--- src/rtl/mult_share_arb_pkg.sv ---
// Shared types and constants for the multiplier-sharing arbiter.
package mult_share_pkg;

    localparam int unsigned A_W      = 28;
    localparam int unsigned B_W      = 32;
    localparam int unsigned Y_W      = 60;
    // Tag id is sized for the largest supported requester count (16).
    localparam int unsigned ID_W_MAX = 4;

    typedef enum logic {
        IDLE,
        LOCKED
    } state_t;

    typedef struct packed {
        logic                valid;
        logic [ID_W_MAX-1:0] id;
    } tag_t;

endpackage

--- src/rtl/mult_share_arb_if.sv ---
// Requester, multiplier and response signals of the shared multiplier.
interface mult_share_arb_if #(
    parameter int unsigned NREQ = 4
);
    import mult_share_pkg::*;

    logic [NREQ-1:0]     req_valid;
    logic [NREQ-1:0]     req_last;
    logic [NREQ*A_W-1:0] req_a;
    logic [NREQ*B_W-1:0] req_b;
    logic [NREQ-1:0]     req_ready;
    logic [A_W-1:0]      mult_a;
    logic [B_W-1:0]      mult_b;
    logic [Y_W-1:0]      mult_y;
    logic [NREQ-1:0]     rsp_valid;
    logic [Y_W-1:0]      rsp_y;
    logic                busy;

    // Requesters plus external multiplier.
    modport master (
        output req_valid, req_last, req_a, req_b, mult_y,
        input  req_ready, mult_a, mult_b, rsp_valid, rsp_y, busy
    );

    // The arbiter.
    modport slave (
        input  req_valid, req_last, req_a, req_b, mult_y,
        output req_ready, mult_a, mult_b, rsp_valid, rsp_y, busy
    );

endinterface

--- src/rtl/mult_share_arb_rr_pick.sv ---
// Rotating priority encoder: first set request at or above i_ptr, wrapping.
module rr_pick #(
    parameter int unsigned NREQ = 4
) (
    input  logic [NREQ-1:0]         i_req,
    input  logic [$clog2(NREQ)-1:0] i_ptr,
    output logic [NREQ-1:0]         o_gnt,
    output logic [$clog2(NREQ)-1:0] o_id,
    output logic                    o_any
);
    localparam int unsigned IDW = $clog2(NREQ);

    logic [IDW-1:0] w_idx;

    // Scan from the pointer upward and keep the first hit.
    always_comb begin
        o_gnt = '0;
        o_id  = '0;
        o_any = 1'b0;
        w_idx = '0;
        for (int unsigned k = 0; k < NREQ; k++) begin
            w_idx = IDW'((32'(i_ptr) + k) % NREQ);
            if (!o_any && i_req[w_idx]) begin
                o_any        = 1'b1;
                o_gnt[w_idx] = 1'b1;
                o_id         = w_idx;
            end
        end
    end

endmodule

--- src/rtl/mult_share_arb.sv ---
// Round-robin arbiter sharing one signed 28x32 multiplier, with locked
// bursts and owner tracking through the multiplier latency.
module mult_share_arb
    import mult_share_pkg::*;
#(
    parameter int unsigned NREQ     = 4,
    parameter int unsigned MULT_LAT = 1
) (
    input  logic             clk,
    input  logic             reset_n,
    mult_share_arb_if.slave  bus
);
    localparam int unsigned IDW = $clog2(NREQ);

    state_t          r_state;
    state_t          w_next_state;
    logic [IDW-1:0]  r_rr_ptr;
    logic [IDW-1:0]  r_owner;
    logic [NREQ-1:0] w_pick_gnt;
    logic [IDW-1:0]  w_pick_id;
    logic            w_pick_any;
    logic [NREQ-1:0] w_ready;
    logic            w_accept;
    logic [IDW-1:0]  w_acc_id;
    logic            w_acc_last;
    logic [IDW-1:0]  w_ptr_inc;
    logic [A_W-1:0]  r_mult_a;
    logic [B_W-1:0]  r_mult_b;
    tag_t            r_tag [0:MULT_LAT];
    logic [NREQ-1:0] w_rsp_valid;
    logic            w_busy;

    rr_pick #(.NREQ(NREQ)) u_pick (
        .i_req (bus.req_valid),
        .i_ptr (r_rr_ptr),
        .o_gnt (w_pick_gnt),
        .o_id  (w_pick_id),
        .o_any (w_pick_any)
    );

    // Grant selection: owner when locked, rotating pick otherwise.
    always_comb begin
        w_ready  = '0;
        w_accept = 1'b0;
        w_acc_id = w_pick_id;
        if (r_state == LOCKED) begin
            w_ready[r_owner] = 1'b1;
            w_accept         = bus.req_valid[r_owner];
            w_acc_id         = r_owner;
        end else begin
            w_ready  = w_pick_gnt;
            w_accept = w_pick_any;
        end
        w_acc_last = bus.req_last[w_acc_id];
        w_ptr_inc  = (32'(w_acc_id) == NREQ - 1) ? '0 : w_acc_id + 1'b1;
    end

    // Next-state logic for the lock.
    always_comb begin
        w_next_state = r_state;
        case (r_state)
            IDLE:    if (w_accept && !w_acc_last) w_next_state = LOCKED;
            LOCKED:  if (w_accept &&  w_acc_last) w_next_state = IDLE;
            default: w_next_state = IDLE;
        endcase
    end

    // State register.
    always_ff @(posedge clk or negedge reset_n) begin
        if (!reset_n) r_state <= IDLE;
        else          r_state <= w_next_state;
    end

    // Lock owner and round-robin pointer.
    always_ff @(posedge clk or negedge reset_n) begin
        if (!reset_n) begin
            r_owner  <= '0;
            r_rr_ptr <= '0;
        end else if (w_accept) begin
            if (!w_acc_last) r_owner  <= w_acc_id;
            else             r_rr_ptr <= w_ptr_inc;
        end
    end

    // Operand capture; operands hold when nothing is accepted.
    always_ff @(posedge clk or negedge reset_n) begin
        if (!reset_n) begin
            r_mult_a <= '0;
            r_mult_b <= '0;
        end else if (w_accept) begin
            r_mult_a <= bus.req_a[A_W*w_acc_id +: A_W];
            r_mult_b <= bus.req_b[B_W*w_acc_id +: B_W];
        end
    end

    // Owner tag pipeline tracking the multiplier latency.
    always_ff @(posedge clk or negedge reset_n) begin
        if (!reset_n) begin
            for (int unsigned s = 0; s <= MULT_LAT; s++) r_tag[s] <= '0;
        end else begin
            r_tag[0].valid <= w_accept;
            r_tag[0].id    <= ID_W_MAX'(w_acc_id);
            for (int unsigned s = 1; s <= MULT_LAT; s++) r_tag[s] <= r_tag[s-1];
        end
    end

    // Response decode and busy flag.
    always_comb begin
        w_rsp_valid = '0;
        for (int unsigned i = 0; i < NREQ; i++)
            w_rsp_valid[i] = r_tag[MULT_LAT].valid && (r_tag[MULT_LAT].id == ID_W_MAX'(i));
        w_busy = (r_state == LOCKED);
        for (int unsigned s = 0; s <= MULT_LAT; s++) w_busy = w_busy | r_tag[s].valid;
    end

    assign bus.req_ready = w_ready;
    assign bus.mult_a    = r_mult_a;
    assign bus.mult_b    = r_mult_b;
    assign bus.rsp_valid = w_rsp_valid;
    assign bus.rsp_y     = bus.mult_y;
    assign bus.busy      = w_busy;

endmodule

--- src/flat_wrapper.sv ---
// flat-port wrapper written by rule: the top's interface ports become plain ports
module mult_share_arb_flat import mult_share_pkg::*;
#(
    parameter int unsigned NREQ     = 4,
    parameter int unsigned MULT_LAT = 1
)
  (clk, reset_n, bus_req_valid, bus_req_last, bus_req_a, bus_req_b, bus_mult_y, bus_req_ready, bus_mult_a, bus_mult_b, bus_rsp_valid, bus_rsp_y, bus_busy);
  mult_share_arb_if #(.NREQ(NREQ)) bus_i ();
  input  logic clk;
  input  logic reset_n;
  input wire logic [$bits(bus_i.req_valid)-1:0] bus_req_valid;
  input wire logic [$bits(bus_i.req_last)-1:0] bus_req_last;
  input wire logic [$bits(bus_i.req_a)-1:0] bus_req_a;
  input wire logic [$bits(bus_i.req_b)-1:0] bus_req_b;
  input wire logic [$bits(bus_i.mult_y)-1:0] bus_mult_y;
  output wire logic [$bits(bus_i.req_ready)-1:0] bus_req_ready;
  output wire logic [$bits(bus_i.mult_a)-1:0] bus_mult_a;
  output wire logic [$bits(bus_i.mult_b)-1:0] bus_mult_b;
  output wire logic [$bits(bus_i.rsp_valid)-1:0] bus_rsp_valid;
  output wire logic [$bits(bus_i.rsp_y)-1:0] bus_rsp_y;
  output wire logic [$bits(bus_i.busy)-1:0] bus_busy;
  assign bus_i.req_valid = bus_req_valid;
  assign bus_i.req_last = bus_req_last;
  assign bus_i.req_a = bus_req_a;
  assign bus_i.req_b = bus_req_b;
  assign bus_i.mult_y = bus_mult_y;
  assign bus_req_ready = bus_i.req_ready;
  assign bus_mult_a = bus_i.mult_a;
  assign bus_mult_b = bus_i.mult_b;
  assign bus_rsp_valid = bus_i.rsp_valid;
  assign bus_rsp_y = bus_i.rsp_y;
  assign bus_busy = bus_i.busy;
  mult_share_arb #(.NREQ(NREQ), .MULT_LAT(MULT_LAT)) u_core (.clk(clk), .reset_n(reset_n), .bus(bus_i));
endmodule
--- config.mk ---
export PLATFORM = sky130hd
export DESIGN_NAME = mult_share_arb_flat
export DESIGN_NICKNAME = d
export VERILOG_FILES = /design/src/rtl/mult_share_arb_pkg.sv /design/src/rtl/mult_share_arb_if.sv /design/src/rtl/mult_share_arb_rr_pick.sv /design/src/rtl/mult_share_arb.sv /design/src/flat_wrapper.sv
export SDC_FILE = /design/constraint.sdc
export NUM_CORES = 1
export LEC_CHECK = 0
export ABC_AREA = 1
export CAP_MARGIN = 25
export CORE_AREA = 8 8 164 166
export DETAILED_ROUTE_END_ITERATION = 10
export DIE_AREA = 0 0 172 174
export PLACE_DENSITY = 0.65
export SYNTH_ARGS = -nofsm -noshare
export SYNTH_HDL_FRONTEND = slang
export SYNTH_HIERARCHICAL = 1
export SYNTH_SLANG_ARGS = --single-unit
--- constraint.sdc ---
create_clock -name clk -period 5 [get_ports clk]
set_input_delay 0.75 -clock clk [delete_from_list [all_inputs] [get_ports clk]]
set_output_delay 0.75 -clock clk [all_outputs]
set_load 0.1 [all_outputs]
* Word level (Yosys, flattened, before mapping) *
Index checks and enable logic that the tools add are counted.

storage, ports and cells
  output and inout port bits = 129
  word-level logic and storage cells = 100
  input port bits = 310
  register bits = 71

operators by class
  shift-type cells = 2
  bitwise gates (word level) = 7
  mux-type cells = 41
  multipliers = 1
  reduce and logical (&&, ||, !) cells = 21
  $add $sub $neg = 4
  magnitude comparators = 11
  eq/ne operators = 4

operators with widths
  cell                                                 count
  variable part select 128 x 8 -> 32 bit               1
  variable part select 112 x 8 -> 28 bit               1
  2-to-1 mux 4 bit                                     5
  < comparator 2 x 3 -> 1 bit, second input constant   6
  2-to-1 mux 1 bit                                     18
  logical AND 1 bit                                    14
  binary-select mux 1 bit (select 2 bit)               6
  2-to-1 mux 2 bit                                     6
  bitwise OR 4 bit                                     3
  demux 1 bit (select 2 bit)                           5
  >= comparator 2 x 1 -> 1 bit, second input constant  5
  equality test 2 bit, second input constant           3
  multiplier 3 x 2 -> 5 bit, first input constant      1
  adder 2 x 1 -> 2 bit, second input constant          2
  adder 2 bit, second input constant                   2
  zero test 1 bit                                      4
  zero test 4 bit                                      1
  AND reduction 2 bit                                  2
  equality test 2 x 1 -> 1 bit, second input constant  1
  inverter 1 bit                                       2
  bitwise OR 1 bit                                     2
  one-hot mux 1 bit (2 select lines)                   1

* Longest topological paths before layout *
Gate-level depths: netlist of run 1.

  depth after elaboration = 19
  depth in mapped cells = 19
  depth with buffers taken out = 16

* Cells and area by module *
Netlist of run 1, hierarchy kept.

by module, submodules not included
  module          cells an instance  area each (µm²)  seq. area each (µm²)  instances
  mult_share_arb  938                5,728.0          1,776.7               1
  rr_pick         74                 440.4            0.0                   1

* Worst setup path before layout of run 1 *
OpenSTA, ideal clock, no wires.

  path kind = register -> output
  start = register u_core.r_rr_ptr[0]
  end = output port bus_req_ready[2]
  buffers on the path = 0
  setup slack = 0.576 ns
  data required time = 4.250 ns
  data arrival time = 3.674 ns
  stages on the path, launching flop included = 11
  cell sequence = dfrtp_1 -> inv_2 -> ha_1 -> inv_1 -> nand3_1 -> nand2_1 -> nor2_1 -> a21oi_1 -> nand3_1 -> nor2_1 -> nor3_1

on the way
  cells in the longest elaborated chain, start to end = 13
  elaborated cells between the ends (all ways) = 48
  classes of those cells = 3 x add/sub; 8 x order compare; 24 x mux; 3 x bitwise; 10 x reduce/logical

RTL lines
  what                                                                                  line                          text
  start, declared                                                                       mult_share_arb.sv:17          logic [IDW-1:0] r_rr_ptr;
  start signal, assigned                                                                mult_share_arb.sv:81          else r_rr_ptr <= w_ptr_inc;
  parallel branches: the longest is 11 deep, another holds < comparator 2 x 3 -> 1 bit  n/a
  2-to-1 mux 4 bit *                                                                    mult_share_arb_rr_pick.sv:23  if (!o_any && i_req[w_idx]) begin
  net u_core.w_pick_gnt[2]                                                              mult_share_arb.sv:19          logic [NREQ-1:0] w_pick_gnt;
  2-to-1 mux 4 bit *                                                                    mult_share_arb.sv:46          if (r_state == LOCKED) begin
  end, declared                                                                         flat_wrapper.sv:16            output wire logic [$bits(bus_i.req_ready)-1:0] bus_req_ready;

Mark *: on every way through the listed nets, which the timed path passes. The select of a mux whose other input is x is not followed.

* Final worst setup path of run 1 *
  start = register u_core.r_rr_ptr[0]
  end = register u_core.r_mult_a[15], in the netlist u_core/bus.mult_a[15]

on the way
  cells in the longest elaborated chain, start to end = 15
  elaborated cells between the ends (all ways) = 29
  classes of those cells = 3 x add/sub; 1 x mul; 1 x shift; 18 x mux; 6 x reduce/logical

RTL lines
  what                                                                           line                          text
  parallel branches: the longest is 11 deep, another holds adder 2 x 1 -> 2 bit  n/a
  2-to-1 mux 2 bit *                                                             mult_share_arb_rr_pick.sv:23
  net u_core.w_pick_id[1]                                                        mult_share_arb.sv:20          logic [IDW-1:0] w_pick_id;
  2-to-1 mux 2 bit *                                                             mult_share_arb.sv:46
  multiplier 3 x 2 -> 5 bit *                                                    mult_share_arb.sv:91          r_mult_a <= bus.req_a[A_W*w_acc_id +: A_W];
  variable part select 112 x 8 -> 28 bit *                                       mult_share_arb.sv:91
  end signal, assigned                                                           mult_share_arb.sv:91
  end, declared                                                                  mult_share_arb.sv:27          logic [A_W-1:0] r_mult_a;

Marked as above.
A chain may end at the register's enable or synchronous reset.

==> flow_metrics.env, run 1 <==
export IMPL_status="completed"
export IMPL_final_min_period_over_clock_period_pct=74.6
export IMPL_numCtsBuffers=9
export IMPL_worstMarginPinSlew_ns=1.08
export IMPL_slew_viol_final=0
export IMPL_crit_fanout=69
export IMPL_finalCoreUtilization_pct=38.3
export IMPL_path_class="reg -> reg"
export IMPL_finClkSkew_ns=0.0101
export IMPL_synth_compound_area_share_pct=9.09
export IMPL_ys_ff_latch=71
export IMPL_drive_above_1_share_pct=4.03
export IMPL_die_w_um=172
export IMPL_grt_max_degree=112
export IMPL_row_count=58
export IMPL_holdBufCountCts=0
export IMPL_first_pass_iters=6
export IMPL_synth_top_family_by_area="simple AND/OR/NAND/NOR gates"
export IMPL_syn_area_sq_um=6170
export IMPL_clock_path_buffers=2
export IMPL_seq_area_sq_um=1780
export IMPL_fill_cells=2656
export IMPL_grt_pass1_wl_um=37800
export IMPL_area_growth_pct=52.4
export IMPL_ys_types=26
export IMPL_arrival_ns=3.95
export IMPL_synth_most_common_cell="nand2_1"
export IMPL_slew_headroom_pct=28.0
export IMPL_ant_nets=0
export IMPL_cts_tree="yes"
export IMPL_synthTopCellsByArea="dfrtp_1 29%, nand2_1 28%, buf_4 8.4%"
export IMPL_post_synth_top_area_fraction_pct=28.8
export IMPL_antennaDiodeCount=0
export IMPL_clk_latency_ns=0.34
export IMPL_finalNetCount=1551
export IMPL_yosysWarnings=6
export IMPL_r2r_start="u_core/r_rr_ptr[0]"
export IMPL_rrSetupSlack_ns=1.27
export IMPL_drt_iter0_markers=374
export IMPL_synthTopCellsByCount="453 x nand2_1, 112 x inv_1, 71 x dfrtp_1"
export IMPL_gp_congestion=0.820
export IMPL_initial_core_util_pct=25.1
export IMPL_setup_tns_ns=0
export IMPL_grt_pass1_vias=6784
export IMPL_postSynthAreaPerCell_sq_um=6.10
export IMPL_layout_setup_ws_ns=1.27
export IMPL_htree_levels=3
export IMPL_startpoint_type="flip-flop"
export IMPL_grt_use_total_pct=16.1
export IMPL_required_ns=5.22
export IMPL_timing_rr_end="u_core/bus.mult_a[15]"
export IMPL_cts_setup_buffers=0
export IMPL_pre_cts_slack_ns=1.12
export IMPL_post_drt_wl_per_cell_um=15.5
export IMPL_synth_xor_area_share_pct=0
export IMPL_syn_num_nets=1327
export IMPL_port_buffers=318
export IMPL_die_area_sq_um=29900
export IMPL_cp_end_kind="flip-flop"
export IMPL_clock_root_buffer="clkbuf_16"
export IMPL_synth_flop_cell="dfrtp_1"
export IMPL_vias=6742
export IMPL_synthCells=1012
export IMPL_synthArstFlopShare_pct=100
export IMPL_die_h_um=174
export IMPL_hp_class="reg -> reg"
export IMPL_reg2reg_depth=16
export IMPL_yosysSeqAreaShare_pct=28.8
export IMPL_endpoint="u_core/bus.mult_a[15]"
export IMPL_drv_cap=0
export IMPL_finalSetupViolCount=0
export IMPL_post_dp_hpwl_um=18400
export IMPL_rsz0062_at_grt="false"
export IMPL_synth_simple_area_share_pct=41.2
export IMPL_drt_vias_per_instance=4.29
export IMPL_hold_viol=0
export IMPL_cts_resized=0
export IMPL_crit_start="u_core/r_rr_ptr[0]"
export IMPL_core_area_sq_um=24500
export IMPL_clkTransAtPathRegs_ns=0.06
export IMPL_clock_sinks=71
export IMPL_max_freq_mhz=268
export IMPL_antenna_found_initial=0
export IMPL_synth_edf_count=0
export IMPL_finalCriticalPeriod_ns=3.73
export IMPL_synth_fa_ha_area_share_pct=1.01
export IMPL_synthMuxAreaShare_pct=0
export IMPL_multi_input_area_sq_um=3180
export IMPL_wl_um=24400
export IMPL_drc=0
export IMPL_pin_count=439
export IMPL_yosys_area_top_type="dfrtp_1"
export IMPL_overflow=0
-- registers in the layout, summed over array words and instances, names as in the netlist, named ones only --
name               count
u_core/bus.mult_a     28
u_core/bus.mult_b     32
u_core/r_owner         2
u_core/r_rr_ptr        2
u_core/r_tag           6
-- worst min path at each step --
| stage | from | slack, ns | cells past startpoint | end |
|---|---|---|---|---|
| after CTS | u_core/r_tag[6] | 0.35 | 0 | u_core/r_tag[1] |
| after detailed placement | u_core/r_tag[6] | 0.34 | 0 | u_core/r_tag[1] |
| final | u_core/r_tag[6] | 0.35 | 0 | u_core/r_tag[1] |
| after floorplan | u_core/r_tag[5] | 0.33 | 0 | u_core/r_tag[0] |
| after global placement | u_core/r_tag[5] | 0.33 | 0 | u_core/r_tag[0] |
| after global routing | u_core/r_tag[6] | 0.36 | 0 | u_core/r_tag[1] |
-- area by class of cell --
type,instances,area share (%)
Multi-Input combinational cell,711,33.8
Sequential cell,71,18.9
Clock buffer,11,2.58
Tap cell,330,4.39
Clock inverter,5,0.612
Timing Repair Buffer,327,35.0
Inverter,116,4.66
-- stage by stage --
| stage | cells | area [sq um] | hold WS [ns] |
|---|---|---|---|
| after CTS | 1570 | 9370 | 0.354 |
| final | 1571 | 9400 | 0.349 |
| after floorplan | 1012 | 6170 | 0.331 |
| after detailed placement | 1554 | 9070 | 0.340 |
| after global placement | 1553 | 9040 | 0.334 |
| after global routing | 1571 | 9400 | 0.364 |
-- critical path, cell delays in order (launching register included) --
cell     delay (ns)
dfrtp_1        0.53
inv_2          0.19
ha_1           0.43
inv_1          0.12
nand3_1        0.09
nand2_1        0.06
nor2_1         0.30
a21oi_1        0.13
nand3_1        0.12
nand2_1        0.09
nand2_4        0.41
buf_4          0.68
a21oi_1        0.11
nand2_1        0.10
nand2_1        0.05
nand2_1        0.07
nand2_1        0.06
-- placed cells by master, fill, tap and decap left out, types with 2 or more instances in the layout --
master,instances
nor2_1,4
clkbuf_16,9
a21boi_0,4
nand3_1,60
o21ai_1,14
inv_2,3
nand2_2,8
buf_4,11
nand2_4,3
buf_16,2
clkdlybuf4s50_1,313
clkinvlp_4,3
inv_1,112
nor3_1,5
nand2_1,453
nand4_1,9
dfrtp_1,71
or2_1,28
o21ai_0,36
or2_0,20
nor2_4,2
ha_1,5
a21oi_1,56
-- metal layers --
metal  wire length [um]  track usage, %  vias up  share of wire [%]
li1                   -               -     3475                  -
met1               9830            18.6     3002                 40
met2              12200            27.7      205                 50
met3               1560            4.17       60                6.4
met4                850            6.72        0                3.5
met5                  0               0        -                  0
-- cells by family after synthesis --
family / count (synthesis)
compound gates: 110
flops: 71
buf+inv: 230
simple gates: 596
fa+ha+maj: 5
Power of run 1 is left out: the tool's default activity adds up to more than one toggle a clock period on the data nets, which glitch-free logic cannot reach.
==> run 2, diff against run 1 <==
--- a/config.mk
+++ b/config.mk
@@ -7,10 +7,10 @@
 export LEC_CHECK = 0
 export ABC_AREA = 1
 export CAP_MARGIN = 25
-export CORE_AREA = 8 8 164 166
+export CORE_AREA = 8 8 166 168
 export DETAILED_ROUTE_END_ITERATION = 10
-export DIE_AREA = 0 0 172 174
-export PLACE_DENSITY = 0.65
+export DIE_AREA = 0 0 174 176
+export PLACE_DENSITY = 0.64
 export SYNTH_ARGS = -nofsm -noshare
 export SYNTH_HDL_FRONTEND = slang
 export SYNTH_HIERARCHICAL = 1
==> constraint.sdc (replaced) <==
create_clock -name clk -period 3.9 [get_ports clk]
set_input_delay 0.585 -clock clk [delete_from_list [all_inputs] [get_ports clk]]
set_output_delay 0.585 -clock clk [all_outputs]
set_load 0.1 [all_outputs]
==> run 2 against run 1 <==
Compared with the run above: first-iteration DRC count down 13%; wire length fell by 3.9%; utilization decreased by 0.070 points.
==> flow_metrics.env, run 2 (same netlist as run 1, synthesis figures left out) <==
export IMPL_fill_cells=2738
export IMPL_status="completed"
export IMPL_numCtsBuffers=9
export IMPL_drc=0
export IMPL_grt_pass1_wl_um=35900
export IMPL_antenna_found_initial=0
export IMPL_grt_pass1_vias=6377
export IMPL_path_delay_family="simple AND/OR/NAND/NOR gates"
export IMPL_worstMarginPinSlew_ns=1.06
export IMPL_finalNetCount=1557
export IMPL_finalSetupViolCount=0
export IMPL_clock_root_buffer="clkbuf_16"
export IMPL_slew_headroom_pct=29.1
export IMPL_hp_class="in -> async"
export IMPL_post_dp_hpwl_um=18500
export IMPL_gp_congestion=0.856
export IMPL_grt_use_total_pct=14.6
export IMPL_post_drt_wl_per_cell_um=14.9
export IMPL_vias=6683
export IMPL_layout_commonest_cell="nand2_1"
export IMPL_pin_count=439
export IMPL_required_ns=3.31
export IMPL_layout_setup_ws_ns=0.482
export IMPL_clock_sinks=71
export IMPL_slew_viol_final=0
export IMPL_path_class="reg -> out"
export IMPL_wl_um=23500
export IMPL_drt_vias_per_instance=4.24
export IMPL_overflow=0
export IMPL_setup_tns_ns=0
export IMPL_htree_levels=3
export IMPL_cts_setup_buffers=0
export IMPL_die_w_um=174
export IMPL_drt_iter0_markers=327
export IMPL_core_area_sq_um=24800
export IMPL_drv_cap=0
export IMPL_finalCriticalPeriod_ns=3.42
export IMPL_cts_tree="yes"
export IMPL_arrival_ns=2.83
export IMPL_crit_fanout=10
export IMPL_ant_nets=0
export IMPL_seq_area_sq_um=1780
export IMPL_holdBufCountCts=0
export IMPL_row_count=58
export IMPL_rsz0062_at_grt="false"
export IMPL_port_buffers=318
export IMPL_clkTransAtPathRegs_ns=0.06
export IMPL_grt_max_degree=80
export IMPL_startpoint_type="flip-flop"
export IMPL_cpPeakStageDelay_ns=0.54
export IMPL_die_h_um=176
export IMPL_drive_above_1_share_pct=4.57
export IMPL_clk_latency_ns=0.33
export IMPL_largest_register_ffs=32
export IMPL_path_cells="inv_2 > ha_1 > inv_1 > nand3_1 > nand2_1 > nor2_1 > a21oi_1 > nand3_1 > nor2_1 > nor3_2 > buf_4"
export IMPL_cp_end_kind="output port"
export IMPL_final_min_period_over_clock_period_pct=87.6
export IMPL_clock_path_buffers=2
export IMPL_finClkSkew_ns=0.00722
export IMPL_most_common_layout_cells="453 x nand2_1, 313 x clkdlybuf4s50_1, 112 x inv_1, 71 x dfrtp_1, 60 x nand3_1"
export IMPL_first_pass_iters=6
export IMPL_cp_slowest_cell="dfrtp_1"
export IMPL_pre_cts_slack_ns=0.626
export IMPL_antennaDiodeCount=0
export IMPL_area_growth_pct=53.9
export IMPL_die_area_sq_um=30600
export IMPL_max_freq_mhz=293
export IMPL_cts_resized=0
export IMPL_hold_viol=0
export IMPL_multi_input_area_sq_um=3190
export IMPL_worst_path_buf_inv=3
export IMPL_initial_core_util_pct=24.9
==> run 2: cell count changes in the layout (fill, tap and decap cells not counted), sizes merged <==
cell	delta
buf	+6
bufinv	+1
clkbuf	+1
clkinvlp	-3
clkinv	+1
==> run 2: final cells by class <==
class	count	share of cell area (%)
sequential	71	18.7
inverter	116	4.61
multi-input combinational	711	33.6
clock buffer	12	2.70
clock inverter	4	0.817
tap	330	4.35
timing repair buffer	333	35.2
==> run 2: stage by stage <==
stage,utilization [%],std cells,hold slack (ns),cell area [sq um]
floorplan,-,1012,0.289,6170
global placement,36.8,1560,0.335,9140
detailed placement,36.8,1560,0.344,9140
CTS,38.2,1576,0.352,9470
global route,38.2,1577,0.206,9490
finish,38.2,1577,0.187,9490
==> run 2: worst paths after layout <==
check                                         from               endpoint  slack [ns]  depth (start not counted)
worst min register to register     u_core/r_tag[5]        u_core/r_tag[0]        0.35                          0
worst max-delay path            u_core/r_rr_ptr[0]       bus_req_ready[2]        0.48                         11
min in group clk                   u_core/r_tag[5]        u_core/r_tag[0]        0.35                          0
worst min-delay path                       reset_n   u_core/bus.mult_b[2]        0.19                          1
max in group asynchronous                  reset_n        u_core/r_tag[9]        3.10                          2
worst max register to register  u_core/r_rr_ptr[0]  u_core/bus.mult_a[11]        0.64                         16
==> run 2: routing by layer <==
metal | part of all wire, % | wire length, um | vias to the layer above | track usage (%)
met5 | 0 | 0 | - | 0
met4 | 1.9 | 457 | 0 | 4.67
met3 | 4.9 | 1160 | 29 | 3.25
met2 | 50 | 11800 | 196 | 25.2
met1 | 43 | 10100 | 2976 | 17.9
li1 | - | - | 3482 | -
==> run 2: worst reg2reg max path: stages, from the launching register on <==
cell     delay, ns
dfrtp_1       0.54
inv_2         0.19
ha_1          0.42
inv_1         0.11
nand3_1       0.09
nand2_1       0.06
nor2_1        0.29
a21oi_1       0.11
nand3_1       0.18
nand2_4       0.10
nand2_8       0.35
buf_4         0.36
a21oi_1       0.09
nand2_1       0.10
nand2_1       0.06
nand2_1       0.06
nand2_1       0.05
Power of run 2 is left out for the same reason.
==> run 3, diff against run 2 <==
--- a/config.mk
+++ b/config.mk
@@ -8,6 +8,7 @@
 export ABC_AREA = 1
 export CAP_MARGIN = 25
 export CORE_AREA = 8 8 166 168
+export CTS_BUF_LIST = sky130_fd_sc_hd__clkbuf_8
 export DETAILED_ROUTE_END_ITERATION = 10
 export DIE_AREA = 0 0 174 176
 export PLACE_DENSITY = 0.64
==> run 3 against run 2 <==
Compared with the run above: die area is the same; clock skew is 0.0055 ns higher; worst hold slack got worse by 0.018 ns; setup slack lost 0.032 ns; via count decreased by 0.39%; sequential cell count stayed put; critical path type unchanged; critical endpoint unchanged.
==> flow_metrics.env, run 3 (same netlist as run 1, synthesis figures left out) <==
export IMPL_hold_viol=0
export IMPL_finalSetupViolCount=0
export IMPL_cp_end_kind="output port"
export IMPL_hp_class="in -> async"
export IMPL_cts_setup_buffers=0
export IMPL_drv_cap=0
export IMPL_path_cells="inv_2 > ha_1 > inv_1 > nand3_1 > nand2_1 > nor2_1 > a21oi_1 > nand3_1 > nor2_1 > nor3_2 > buf_4"
export IMPL_clock_path_buffers=2
export IMPL_core_area_sq_um=24800
export IMPL_numCtsBuffers=9
export IMPL_finalCriticalPeriod_ns=3.45
export IMPL_clock_root_buffer="clkbuf_8"
export IMPL_wl_um=23400
export IMPL_die_area_sq_um=30600
export IMPL_clock_sinks=71
export IMPL_arrival_ns=2.86
export IMPL_setup_tns_ns=0
export IMPL_finalNetCount=1557
export IMPL_gp_congestion=0.856
export IMPL_rsz0062_at_grt="false"
export IMPL_layout_commonest_cell="nand2_1"
export IMPL_grt_pass1_wl_um=36000
export IMPL_cpPeakStageDelay_ns=0.55
export IMPL_pin_count=439
export IMPL_path_class="reg -> out"
export IMPL_area_growth_pct=52.4
export IMPL_final_min_period_over_clock_period_pct=88.5
export IMPL_die_h_um=176
export IMPL_crit_start="u_core/r_rr_ptr[0]"
export IMPL_path_delay_family="simple AND/OR/NAND/NOR gates"
export IMPL_antenna_found_initial=0
export IMPL_finClkSkew_ns=0.0127
export IMPL_max_freq_mhz=290
export IMPL_clk_latency_ns=0.35
export IMPL_grt_max_degree=80
export IMPL_drive_above_1_share_pct=4.57
export IMPL_drc=0
export IMPL_port_buffers=318
export IMPL_post_dp_cell_area_sq_um=9140
export IMPL_first_pass_iters=5
export IMPL_drt_vias_per_instance=4.22
export IMPL_antennaDiodeCount=0
export IMPL_worst_path_buf_inv=3
export IMPL_startpoint_type="flip-flop"
export IMPL_post_drt_wl_per_cell_um=14.9
export IMPL_row_count=58
export IMPL_whs_ns=0.169
export IMPL_initial_core_util_pct=24.9
export IMPL_worstMarginPinSlew_ns=1.06
export IMPL_vias=6657
export IMPL_slew_headroom_pct=29.0
export IMPL_die_w_um=174
export IMPL_design_area_sq_um=9400
export IMPL_largest_register_ffs=32
export IMPL_r2r_start="u_core/r_rr_ptr[0]"
export IMPL_clkTransAtPathRegs_ns=0.09
export IMPL_htree_levels=3
export IMPL_crit_fanout=10
export IMPL_cts_resized=0
export IMPL_cp_slowest_cell="dfrtp_1"
export IMPL_cts_tree="yes"
export IMPL_post_dp_hpwl_um=18500
export IMPL_most_common_layout_cells="453 x nand2_1, 313 x clkdlybuf4s50_1, 113 x inv_1, 71 x dfrtp_1, 60 x nand3_1"
export IMPL_grt_use_total_pct=14.6
export IMPL_grt_pass1_vias=6398
export IMPL_slew_viol_final=0
export IMPL_ant_nets=0
export IMPL_required_ns=3.31
export IMPL_drt_iter0_markers=347
export IMPL_overflow=0
export IMPL_status="completed"
export IMPL_holdBufCountCts=0
-- run 3: cell count changes in the layout (fill, tap and decap cells not counted) --
cell,before,now
buf_12,5,4
clkbuf_1,1,0
buf_16,0,1
clkbuf_8,2,11
clkbuf_16,9,0
inv_1,112,113
-- run 3: per-stage QoR --
| stage | util, % | cells | setup WS [ns] |
|---|---|---|---|
| floorplan | - | 1012 | 0.213 |
| global placement | 36.8 | 1560 | 0.678 |
| detailed placement | 36.8 | 1560 | 0.626 |
| CTS | 37.8 | 1576 | 0.436 |
| global route | 37.9 | 1577 | 0.242 |
| finish | 37.9 | 1577 | 0.450 |
-- run 3: routing by layer --
metal,vias up,routed length (um),GRT usage [%],share of wire (%)
met2,184,11800,25.1,50
met5,-,0,0,0
met4,0,450,4.88,1.9
li1,3479,-,-,-
met3,29,1120,3.31,4.8
met1,2965,10000,17.9,43
-- run 3: cell type report --
cell class,instances,area [sq um]
Clock buffer,11,151
Clock inverter,5,81.3
Fill cell,2744,15400
Inverter,116,438
Multi-Input combinational cell,711,3190
Sequential cell,71,1780
Tap cell,330,413
Timing Repair Buffer,333,3350
-- run 3: path summary, 6_finish.rpt --
| kind | to | cells after the start | slack, ns |
|---|---|---|---|
| max in group asynchronous | u_core/r_tag[9] | 2 | 3.12 |
| min in group clk | u_core/r_tag[0] | 0 | 0.35 |
| min | u_core/bus.mult_b[2] | 1 | 0.17 |
| max | bus_req_ready[2] | 11 | 0.45 |
| max reg2reg | u_core/bus.mult_a[11] | 16 | 0.64 |
| min reg2reg | u_core/r_tag[0] | 0 | 0.35 |
Power of run 3 is left out for the same reason.
